<file path="src/rtl/lht_mp_pkg.sv">
// Shared defaults, types and index helpers for the multi-update-port local history table.
package lht_mp_pkg;

    localparam int unsigned LHT_SETS_DFLT              = 32;
    localparam int unsigned LHT_ENTRIES_PER_BLOCK_DFLT = 8;
    localparam int unsigned LH_LENGTH_DFLT             = 8;
    localparam int unsigned ASID_WIDTH_DFLT            = 9;
    localparam int unsigned N_UPDATE_DFLT              = 2;
    localparam int unsigned UQ_DEPTH_DFLT              = 4;

    localparam int unsigned LHT_ROW_W = $clog2(LHT_SETS_DFLT);
    localparam int unsigned LHT_ENT_W = $clog2(LHT_ENTRIES_PER_BLOCK_DFLT);

    typedef logic [LHT_ROW_W-1:0]      lht_row_t;
    typedef logic [LHT_ENT_W-1:0]      lht_ent_t;
    typedef logic [LH_LENGTH_DFLT-1:0] lh_t;

    typedef enum logic {
        LHT_INIT = 1'b0,
        LHT_RUN  = 1'b1
    } lht_state_t;

    // One pending history write, already reduced to its table coordinates.
    typedef struct packed {
        lht_row_t row;
        lht_ent_t entry;
        lh_t      lh;
    } uq_entry_t;

    // Row is the block-address bits above the slot offset, hashed with the low ASID bits.
    function automatic lht_row_t lht_row(input logic [31:0] pc,
                                         input logic [ASID_WIDTH_DFLT-1:0] asid);
        return pc[LHT_ENT_W+LHT_ROW_W:LHT_ENT_W+1] ^ asid[LHT_ROW_W-1:0];
    endfunction

    // Entry is the 2-byte instruction slot within the fetch block.
    function automatic lht_ent_t lht_entry(input logic [31:0] pc);
        return pc[LHT_ENT_W:1];
    endfunction

endpackage

</file>
<file path="src/rtl/lht_mp_ram.sv">
// Table storage: one read port with registered output, one per-entry-enabled write port,
// and write-first forwarding from the write port into the read result.
module lht_mp_ram #(
    parameter int unsigned SETS    = 32,
    parameter int unsigned ENTRIES = 8,
    parameter int unsigned LH_W    = 8
) (
    input  logic                               CLK,
    input  logic                               nRST,
    input  logic                               rd_en,
    input  logic [$clog2(SETS)-1:0]            rd_row,
    output logic [ENTRIES-1:0][LH_W-1:0]       rd_data,
    input  logic                               wr_en,
    input  logic [$clog2(SETS)-1:0]            wr_row,
    input  logic [ENTRIES-1:0]                 wr_be,
    input  logic [ENTRIES-1:0][LH_W-1:0]       wr_data
);

    logic [ENTRIES-1:0][LH_W-1:0] mem [SETS];
    logic [ENTRIES-1:0][LH_W-1:0] fwd;

    // Same-cycle write to the read row wins, entry by entry.
    always_comb begin
        fwd = mem[rd_row];
        for (int e = 0; e < int'(ENTRIES); e++) begin
            if (wr_en && wr_be[e] && (wr_row == rd_row)) begin
                fwd[e] = wr_data[e];
            end
        end
    end

    always_ff @(posedge CLK) begin
        if (wr_en) begin
            for (int e = 0; e < int'(ENTRIES); e++) begin
                if (wr_be[e]) begin
                    mem[wr_row][e] <= wr_data[e];
                end
            end
        end
    end

    always_ff @(posedge CLK) begin
        if (nRST) begin
            rd_data <= '0;
        end else if (rd_en) begin
            rd_data <= fwd;
        end
    end

endmodule

</file>
<file path="src/rtl/lht_mp.sv">
// Local history table with N_UPDATE queued update ports, one drain per cycle and a
// post-reset clearing sweep. Queue entries use the package geometry types.
module lht_mp
    import lht_mp_pkg::*;
#(
    parameter int unsigned LHT_SETS              = LHT_SETS_DFLT,
    parameter int unsigned LHT_ENTRIES_PER_BLOCK = LHT_ENTRIES_PER_BLOCK_DFLT,
    parameter int unsigned LH_LENGTH             = LH_LENGTH_DFLT,
    parameter int unsigned ASID_WIDTH            = ASID_WIDTH_DFLT,
    parameter int unsigned N_UPDATE              = N_UPDATE_DFLT,
    parameter int unsigned UQ_DEPTH              = UQ_DEPTH_DFLT
) (
    input  logic                                              CLK,
    input  logic                                              nRST,
    input  logic                                              valid_REQ,
    input  logic [31:0]                                       full_PC_REQ,
    input  logic [ASID_WIDTH-1:0]                             ASID_REQ,
    output logic [LHT_ENTRIES_PER_BLOCK-1:0][LH_LENGTH-1:0]   LH_by_instr_RESP,
    input  logic [N_UPDATE-1:0]                               update_valid,
    output logic [N_UPDATE-1:0]                               update_ready,
    input  logic [N_UPDATE-1:0][31:0]                         update_start_full_PC,
    input  logic [N_UPDATE-1:0][ASID_WIDTH-1:0]               update_ASID,
    input  logic [N_UPDATE-1:0][LH_LENGTH-1:0]                update_LH,
    output logic                                              init_done,
    output logic [$clog2(UQ_DEPTH+1)-1:0]                     uq_count
);

    localparam int unsigned ROW_W = $clog2(LHT_SETS);
    localparam int unsigned PTR_W = $clog2(UQ_DEPTH);
    localparam int unsigned CNT_W = $clog2(UQ_DEPTH + 1);

    lht_state_t       state_q, state_d;
    logic [ROW_W-1:0] init_row_q;

    uq_entry_t        uq_mem [UQ_DEPTH];
    logic [PTR_W-1:0] head_q, tail_q;
    uq_entry_t        head_e;
    uq_entry_t        upd_e  [N_UPDATE];
    logic [PTR_W-1:0] slot   [N_UPDATE];
    logic [N_UPDATE-1:0] acc;
    logic [N_UPDATE-1:0] ready_d;
    int unsigned      n_acc;
    logic             drain;
    logic [CNT_W-1:0] cnt_d;

    logic                                            ram_re;
    logic [ROW_W-1:0]                                ram_rrow;
    logic                                            ram_we;
    logic [ROW_W-1:0]                                ram_wrow;
    logic [LHT_ENTRIES_PER_BLOCK-1:0]                ram_be;
    logic [LHT_ENTRIES_PER_BLOCK-1:0][LH_LENGTH-1:0] ram_wdata;

    // Queue pointers wrap modulo UQ_DEPTH, which need not be a power of two.
    function automatic logic [PTR_W-1:0] ptr_add(input logic [PTR_W-1:0] p, input int unsigned n);
        int unsigned s;
        s = int'(p) + n;
        if (s >= UQ_DEPTH) s = s - UQ_DEPTH;
        return PTR_W'(s);
    endfunction

    always_ff @(posedge CLK) begin
        if (nRST) state_q <= LHT_INIT;
        else      state_q <= state_d;
    end

    always_comb begin
        state_d = state_q;
        case (state_q)
            LHT_INIT: if (init_row_q == ROW_W'(LHT_SETS - 1)) state_d = LHT_RUN;
            LHT_RUN:  state_d = LHT_RUN;
            default:  state_d = LHT_INIT;
        endcase
    end

    // Table port control: clearing sweep in INIT, queue-head drain and reads in RUN.
    always_comb begin
        ram_we    = 1'b0;
        ram_wrow  = '0;
        ram_be    = '0;
        ram_wdata = '0;
        ram_re    = 1'b0;
        drain     = 1'b0;
        case (state_q)
            LHT_INIT: begin
                ram_we   = 1'b1;
                ram_wrow = init_row_q;
                ram_be   = '1;
            end
            LHT_RUN: begin
                drain     = (uq_count != '0);
                ram_we    = drain;
                ram_wrow  = head_e.row;
                ram_be    = LHT_ENTRIES_PER_BLOCK'(1) << head_e.entry;
                ram_wdata = {LHT_ENTRIES_PER_BLOCK{head_e.lh}};
                ram_re    = valid_REQ;
            end
            default: ;
        endcase
    end

    assign head_e   = uq_mem[head_q];
    assign ram_rrow = lht_row(full_PC_REQ, ASID_REQ);

    // Accepted ports are packed into consecutive slots in ascending port order.
    always_comb begin
        acc   = update_valid & update_ready;
        n_acc = 0;
        for (int k = 0; k < int'(N_UPDATE); k++) begin
            upd_e[k].row   = lht_row(update_start_full_PC[k], update_ASID[k]);
            upd_e[k].entry = lht_entry(update_start_full_PC[k]);
            upd_e[k].lh    = update_LH[k];
            slot[k]        = ptr_add(tail_q, n_acc);
            if (acc[k]) n_acc = n_acc + 1;
        end
        cnt_d = CNT_W'(int'(uq_count) + int'(n_acc) - (drain ? 1 : 0));
        for (int k = 0; k < int'(N_UPDATE); k++) begin
            ready_d[k] = (state_d == LHT_RUN) && ((int'(UQ_DEPTH) - int'(cnt_d)) > k);
        end
    end

    always_ff @(posedge CLK) begin
        for (int k = 0; k < int'(N_UPDATE); k++) begin
            if (acc[k]) uq_mem[slot[k]] <= upd_e[k];
        end
    end

    always_ff @(posedge CLK) begin
        if (nRST) begin
            init_row_q   <= '0;
            head_q       <= '0;
            tail_q       <= '0;
            uq_count     <= '0;
            update_ready <= '0;
            init_done    <= 1'b0;
        end else begin
            if (state_q == LHT_INIT) init_row_q <= init_row_q + ROW_W'(1);
            if (drain) head_q <= ptr_add(head_q, 1);
            tail_q       <= ptr_add(tail_q, n_acc);
            uq_count     <= cnt_d;
            update_ready <= ready_d;
            init_done    <= (state_d == LHT_RUN);
        end
    end

    lht_mp_ram #(
        .SETS    (LHT_SETS),
        .ENTRIES (LHT_ENTRIES_PER_BLOCK),
        .LH_W    (LH_LENGTH)
    ) u_ram (
        .CLK     (CLK),
        .nRST    (nRST),
        .rd_en   (ram_re),
        .rd_row  (ram_rrow),
        .rd_data (LH_by_instr_RESP),
        .wr_en   (ram_we),
        .wr_row  (ram_wrow),
        .wr_be   (ram_be),
        .wr_data (ram_wdata)
    );

endmodule

</file>
<file path="config.mk">
export PLATFORM = sky130hd
export DESIGN_NAME = lht_mp
export DESIGN_NICKNAME = d
export VERILOG_FILES = /design/src/rtl/lht_mp_pkg.sv /design/src/rtl/lht_mp_ram.sv /design/src/rtl/lht_mp.sv
export SDC_FILE = /design/constraint.sdc
export NUM_CORES = 2
export LEC_CHECK = 0
export ABC_AREA = 1
export CORE_MARGIN = 3
export CORE_UTILIZATION = 40
export CTS_BUF_LIST = sky130_fd_sc_hd__clkbuf_4
export DETAILED_ROUTE_END_ITERATION = 8
export SLEW_MARGIN = 20
export SYNTH_ARGS = -nofsm -noshare
export SYNTH_HDL_FRONTEND = slang
export SYNTH_HIERARCHICAL = 1
export SYNTH_SLANG_ARGS = --single-unit
</file>
<file path="constraint.sdc">
create_clock -name CLK -period 27.1 [get_ports CLK]
set_input_delay 5.42 -clock CLK [delete_from_list [all_inputs] [get_ports CLK]]
set_output_delay 5.42 -clock CLK [all_outputs]
set_load 0.02 [all_outputs]
</file>
* After elaboration in Yosys (flattened, before gate mapping) *
Memory sizes are Yosys's and may differ from the RTL's. A register that Yosys moved wholly into a read port is not among the register bits.
Cells that the tools add are included.

storage, ports and cells
  flip-flop bits (word level) = 15
  memory bits (writable) = 2112
  bits of input ports = 144
  output and inout port bits = 70
  memories kept = 2

memories
  memory     words  width  read ports  clocked after Yosys merged registers in  write ports  RTL line          source
  u_ram.mem  32     64     1           1                                        1            lht_mp_ram.sv:19  logic [ENTRIES-1:0][LH_W-1:0] mem [SETS];
  uq_mem     4      16     1           1                                        2            lht_mp.sv:35      uq_entry_t uq_mem [UQ_DEPTH];

operators by class
  add/subtract/negate cells = 12
  order comparisons = 6
  equal/unequal tests = 1
  shift operators = 1
  multiplexer cells = 45
  bitwise operators = 5
  reduce and logical (&&, ||, !) cells = 3

operators with widths
  cell                                                   number
  two-way mux 64 bit                                     1
  two-way mux 1 bit                                      33
  adder 2 x 32 -> 32 bit                                 1
  adder 32 x 1 -> 32 bit (second input constant)         1
  >= comparator 32 x 3 -> 1 bit (second input constant)  1
  two-way mux 32 bit                                     1
  one-hot mux 8 bit (2 select lines)                     1
  bitwise XOR 5 bit                                      3
  two-way mux 2 bit                                      6
  one-hot mux 5 bit (2 select lines)                     1
  left shift 1 x 3 -> 8 bit (first input constant)       1
  subtractor 2 x 1 -> 2 bit (second input constant)      4
  >= comparator 3 bit (second input constant)            2
  adder 5 x 1 -> 5 bit (second input constant)           1
  == test 5 bit (second input constant)                  1
  > comparator 4 x 1 -> 1 bit (second input constant)    1
  > comparator 4 x 2 -> 1 bit (second input constant)    1
  one-hot mux 1 bit (2 select lines)                     2
  subtractor 3 x 3 -> 4 bit (first input constant)       1
  adder 2 x 1 -> 3 bit                                   1
  adder 2 x 1 -> 3 bit (second input constant)           1
  adder 3 bit                                            1
  >= comparator 2 x 3 -> 1 bit (second input constant)   1
  nonzero test 3 bit                                     1
  4 further kinds                                        5

* Logic depth before layout (Yosys ltp) *
  depth in word-level cells = 9
  depth in mapped cells = 16

* Modules after synthesis *
Netlist, hierarchy kept.

modules (own cells, without submodules)
  module      instances  cells each  area an instance (µm²)  seq. area each (µm²)
  lht_mp_ram  1          7987        87879.3                 62780.2
  lht_mp      1          580         4599.4                  2262.2

* Worst setup path after synthesis *
Ideal clock, no wire load.

  kind = register -> register
  start = register (tool-made name)
  end = memory u_ram/mem[0][0] (netlist name) (data pin)
  setup time = 1.628 ns
  arrival = 8.081 ns
  setup slack = 17.391 ns
  cell stages (with the launch flop) = 7
  cell sequence = dfxtp_1 -> buf_4 -> clkinv_1 -> buf_2 -> nor2_1 -> o21ai_0 -> a21oi_1

RTL lines
  what           RTL line
  end, declared  lht_mp_ram.sv:19

* Worst setup path in the final report *
  start = input port ASID_REQ[0]
  end = register u_ram/rd_data[55] (netlist name), read port of u_ram.mem

on the way
  word-level cells in the longest chain between the ends = 1

ends and longest elaborated chain
  what                   RTL line          source
  start, declared        lht_mp.sv:17      input logic [ASID_WIDTH-1:0] ASID_REQ,
  bitwise XOR 5 bit      lht_mp_pkg.sv:33  return pc[LHT_ENT_W+LHT_ROW_W:LHT_ENT_W+1] ^ asid[LHT_ROW_W-1:0];
  named net ram_rrow[0]  lht_mp.sv:47      logic [ROW_W-1:0] ram_rrow;
  end, declared          lht_mp_ram.sv:12  output logic [ENTRIES-1:0][LH_W-1:0] rd_data,

The timed path passes the listed nets, and every way through them passes these cells.
A chain may end at the register's enable or synchronous reset.

==> flow_summary.json <==
{
  "final.min_clock_period_ps": 9531,
  "final_cells": 12274,
  "cts_resized": 0,
  "synth_area_mm2": 0.09248,
  "worstPathArrival_ps": 10810,
  "synth_nets": 8719,
  "area_growth_pct": 11.19,
  "cts_root_buf": "clkbuf_4",
  "grt_pass1_vias": 62499,
  "fin_crit_sh": 0.3517,
  "min_from": "init_row_q[1]$_SDFFE_PP0N_",
  "yosysSeqAreaShare": 0.7033,
  "relSlewSlack": 0.2355,
  "die_h_um": 486.8,
  "worst_ir_drop_vdd_mv": 0.04726,
  "worst_pin_slew_ps": 1147,
  "max_freq_mhz": 104.9,
  "synthFlopType": "edfxtp_1",
  "syn-instance-count": 8567,
  "drt-initial-drc-count": 6312,
  "critPathMaxFanout": 236,
  "drv_cap": 0,
  "ff2ff_path_depth": 13,
  "route.detailed.drc": 0,
  "final_max_slew_viol_count": 0,
  "r2r_slack_ps": 21750,
  "numCtsBuffers": 575,
  "placed_cells": 11302,
  "min_delay_path_depth": 2,
  "die_area_mm2": 0.2370,
  "required_ps": 28380,
  "synth_seq_cells": 2193,
  "grt_pass1_wl_um": 382500,
  "grt_use_total": 0.2116,
  "portBuffers": 126,
  "yosys_warnings": 6,
  "via_per_inst": 5.219,
  "routedWlPerCell_um": 20.90,
  "cts_setup_buffers": 0,
  "clk_path_buf_depth": 4,
  "clk_pin_slew_ps": 60,
  "rr_endpoint": "u_ram/rd_data[36]$_SDFFE_PP0P_",
  "coreArea_mm2": 0.2286,
  "via_count": 64059,
  "start_util": 0.4046,
  "rsz0062_at_grt": "no",
  "die_w_um": 486.8,
  "avgSynthCellArea_um2": 10.79,
  "drt_first_pass_iters": 8,
  "synth_async_sr_flop_share": 0,
  "power.density_mw_per_mm2": 69.06,
  "place.gp.congestion": 0.8146,
  "drt-total-wl_um": 256500,
  "cts_tree": "done",
  "end_kind": "flop",
  "dpl.hpwl_um": 139600,
  "critPathKind": "in -> reg",
  "cts_hold_repair.buffers": 0,
  "hold_class": "reg -> reg",
  "finalSetupViolCount": 0,
  "num_rows": 175,
  "worstHoldEndpoint": "init_row_q[1]$_SDFFE_PP0N_",
  "leakage_nw": 40.98,
  "synthDistinctLibCells": 37,
  "fin_nets": 9022,
  "finalClockSkew_ps": 63.28,
  "synth_edf_count": 2112,
  "layout-drive-gt1-share": 0.1191,
  "pin_count": 214,
  "clk_latency_ps": 1370,
  "hold_violations": 0,
  "h-tree-depth": 6,
  "run_status": "finished, final reports clean",
  "finalSetupTns_ps": 0,
  "cp-start-kind": "input pin",
  "antenna_found_initial": 9,
  "clock-sinks": 2193,
  "ant_nets": 0,
  "overflow": 0,
  "grt_max_degree": 237
}
placed cells by master (no fill, tap or decap), types with 2 or more instances in the layout:
cell,n
nand2_1,3396
edfxtp_1,2112
nand3_1,1436
clkbuf_4,846
nor2_1,426
inv_1,255
o21ai_0,173
clkdlybuf4s50_1,126
buf_4,102
clkinv_1,94
dfxtp_1,81
a21oi_2,64
inv_2,23
xor2_1,15
clkinv_2,13
diode_2,11
a21oi_4,9
nor3_1,9
buf_12,9
nor2_2,8
nand2_2,7
ha_1,7
o211ai_1,7
a21oi_1,6
xor2_4,5
xnor2_1,4
nand2_4,3
inv_4,2
inv_8,2
buf_6,2
per-layer routing:
layer / routed length (um) / global-route usage / vias to the layer above
li1: - / - / 30051
met1: 106400 / 0.2814 / 30937
met2: 119800 / 0.3370 / 2657
met3: 20720 / 0.04281 / 412
met4: 9551 / 0.09235 / 2
met5: 19 / 0 / -
worst max-delay path, stage by stage:
cell and delay [ps]:
clkdlybuf4s50_1 500, xor2_4 260, inv_16 600, buf_4 830
buf_4 860, buf_6 740, nand2_1 110, nand3_1 110
nand3_1 140, nand2_1 130, nand2_1 100, nand3_1 260
nand3_1 210, a21oi_2 170
state kept, by name (all words and copies together), names as in the netlist, named ones only:
register and count:
u_ram/rd_data 64, update_ready 2, uq_count 3, u_ram/mem 2048, init_done 1, init_row_q 5, tail_q 2, uq_mem 64
head_q 2
where the power goes:
| part | switching [mW] | total, mW | internal [mW] | leakage (nW) |
|---|---|---|---|---|
| registers | 0.00733 | 3.71 | 3.70 | 21.6 |
| logic | 0.494 | 0.661 | 0.167 | 15.3 |
| clock network | 1.31 | 2.73 | 1.43 | 4.14 |
kinds of logic after synthesis:
family                     synth area share
AOI/OAI and AO/OA                   0.01710
xor gates and xnor gates           0.002273
adders and majority gates          0.001164
buffers and inverters               0.04074
DFF                                  0.7033
and+or+nand+nor                      0.2354
area by class of cell:
| class | instances | area (um2) |
|---|---|---|
| Antenna cell | 11 | 27.53 |
| Inverter | 276 | 1072 |
| Clock buffer | 846 | 6351 |
| Fill cell | 21427 | 125800 |
| Timing Repair Buffer | 239 | 2230 |
| Multi-Input combinational cell | 5585 | 23860 |
| Clock inverter | 115 | 474.2 |
| Sequential cell | 2193 | 65040 |
| Tap cell | 3009 | 3765 |
cells in the mapped netlist, types with 4 or more instances:
cell type | n | area [um2]
a21oi_1 | 14 | 70.07
a21oi_2 | 64 | 560.5
buf_1 | 51 | 191.4
buf_2 | 227 | 1136
buf_4 | 41 | 307.8
buf_6 | 47 | 529.3
clkbuf_1 | 145 | 544.3
dfxtp_1 | 81 | 1622
edfxtp_1 | 2112 | 63420
ha_1 | 7 | 87.58
inv_1 | 259 | 972.2
inv_2 | 14 | 52.55
nand2_1 | 3399 | 12760
nand2_2 | 4 | 25.02
nand3_1 | 1436 | 7187
nor2_1 | 426 | 1599
nor2_2 | 8 | 50.05
nor3_1 | 9 | 45.04
o211ai_1 | 7 | 52.55
o21ai_0 | 174 | 870.8
xnor2_1 | 4 | 35.03
xor2_1 | 20 | 175.2
worst max-delay path by stage:
| stage | startpoint | to | slack, ps | cells after the start |
|---|---|---|---|---|
| after floorplan | flop | u_ram/mem[0][0]$_DFFE_PP_ | 17390 | 6 |
| after global placement | ASID_REQ[0] | u_ram/rd_data[50]$_SDFFE_PP0P_ | 16060 | 14 |
| after detailed placement | ASID_REQ[0] | u_ram/rd_data[55]$_SDFFE_PP0P_ | 16040 | 14 |
| after CTS | ASID_REQ[0] | u_ram/rd_data[55]$_SDFFE_PP0P_ | 17580 | 14 |
| after global routing | ASID_REQ[0] | u_ram/rd_data[50]$_SDFFE_PP0P_ | 17490 | 14 |
| final | ASID_REQ[0] | u_ram/rd_data[55]$_SDFFE_PP0P_ | 17570 | 14 |
per-stage QoR:
step	power (mW)	area, um2	utilization	worst slack (ps)	hold slack, ps
2_1_floorplan	4.229	92480	-	17390	466.5
3_3_place_gp	4.432	95960	0.4198	16060	485.0
3_5_place_dp	4.438	95960	0.4198	16040	508.7
4_1_cts	7.177	102800	0.4496	17580	517.9
5_1_grt	7.416	102800	0.4498	17490	550.2
6_report	7.101	102800	0.4498	17570	515.2
No activity file was read; power rests on OpenSTA's default activity.
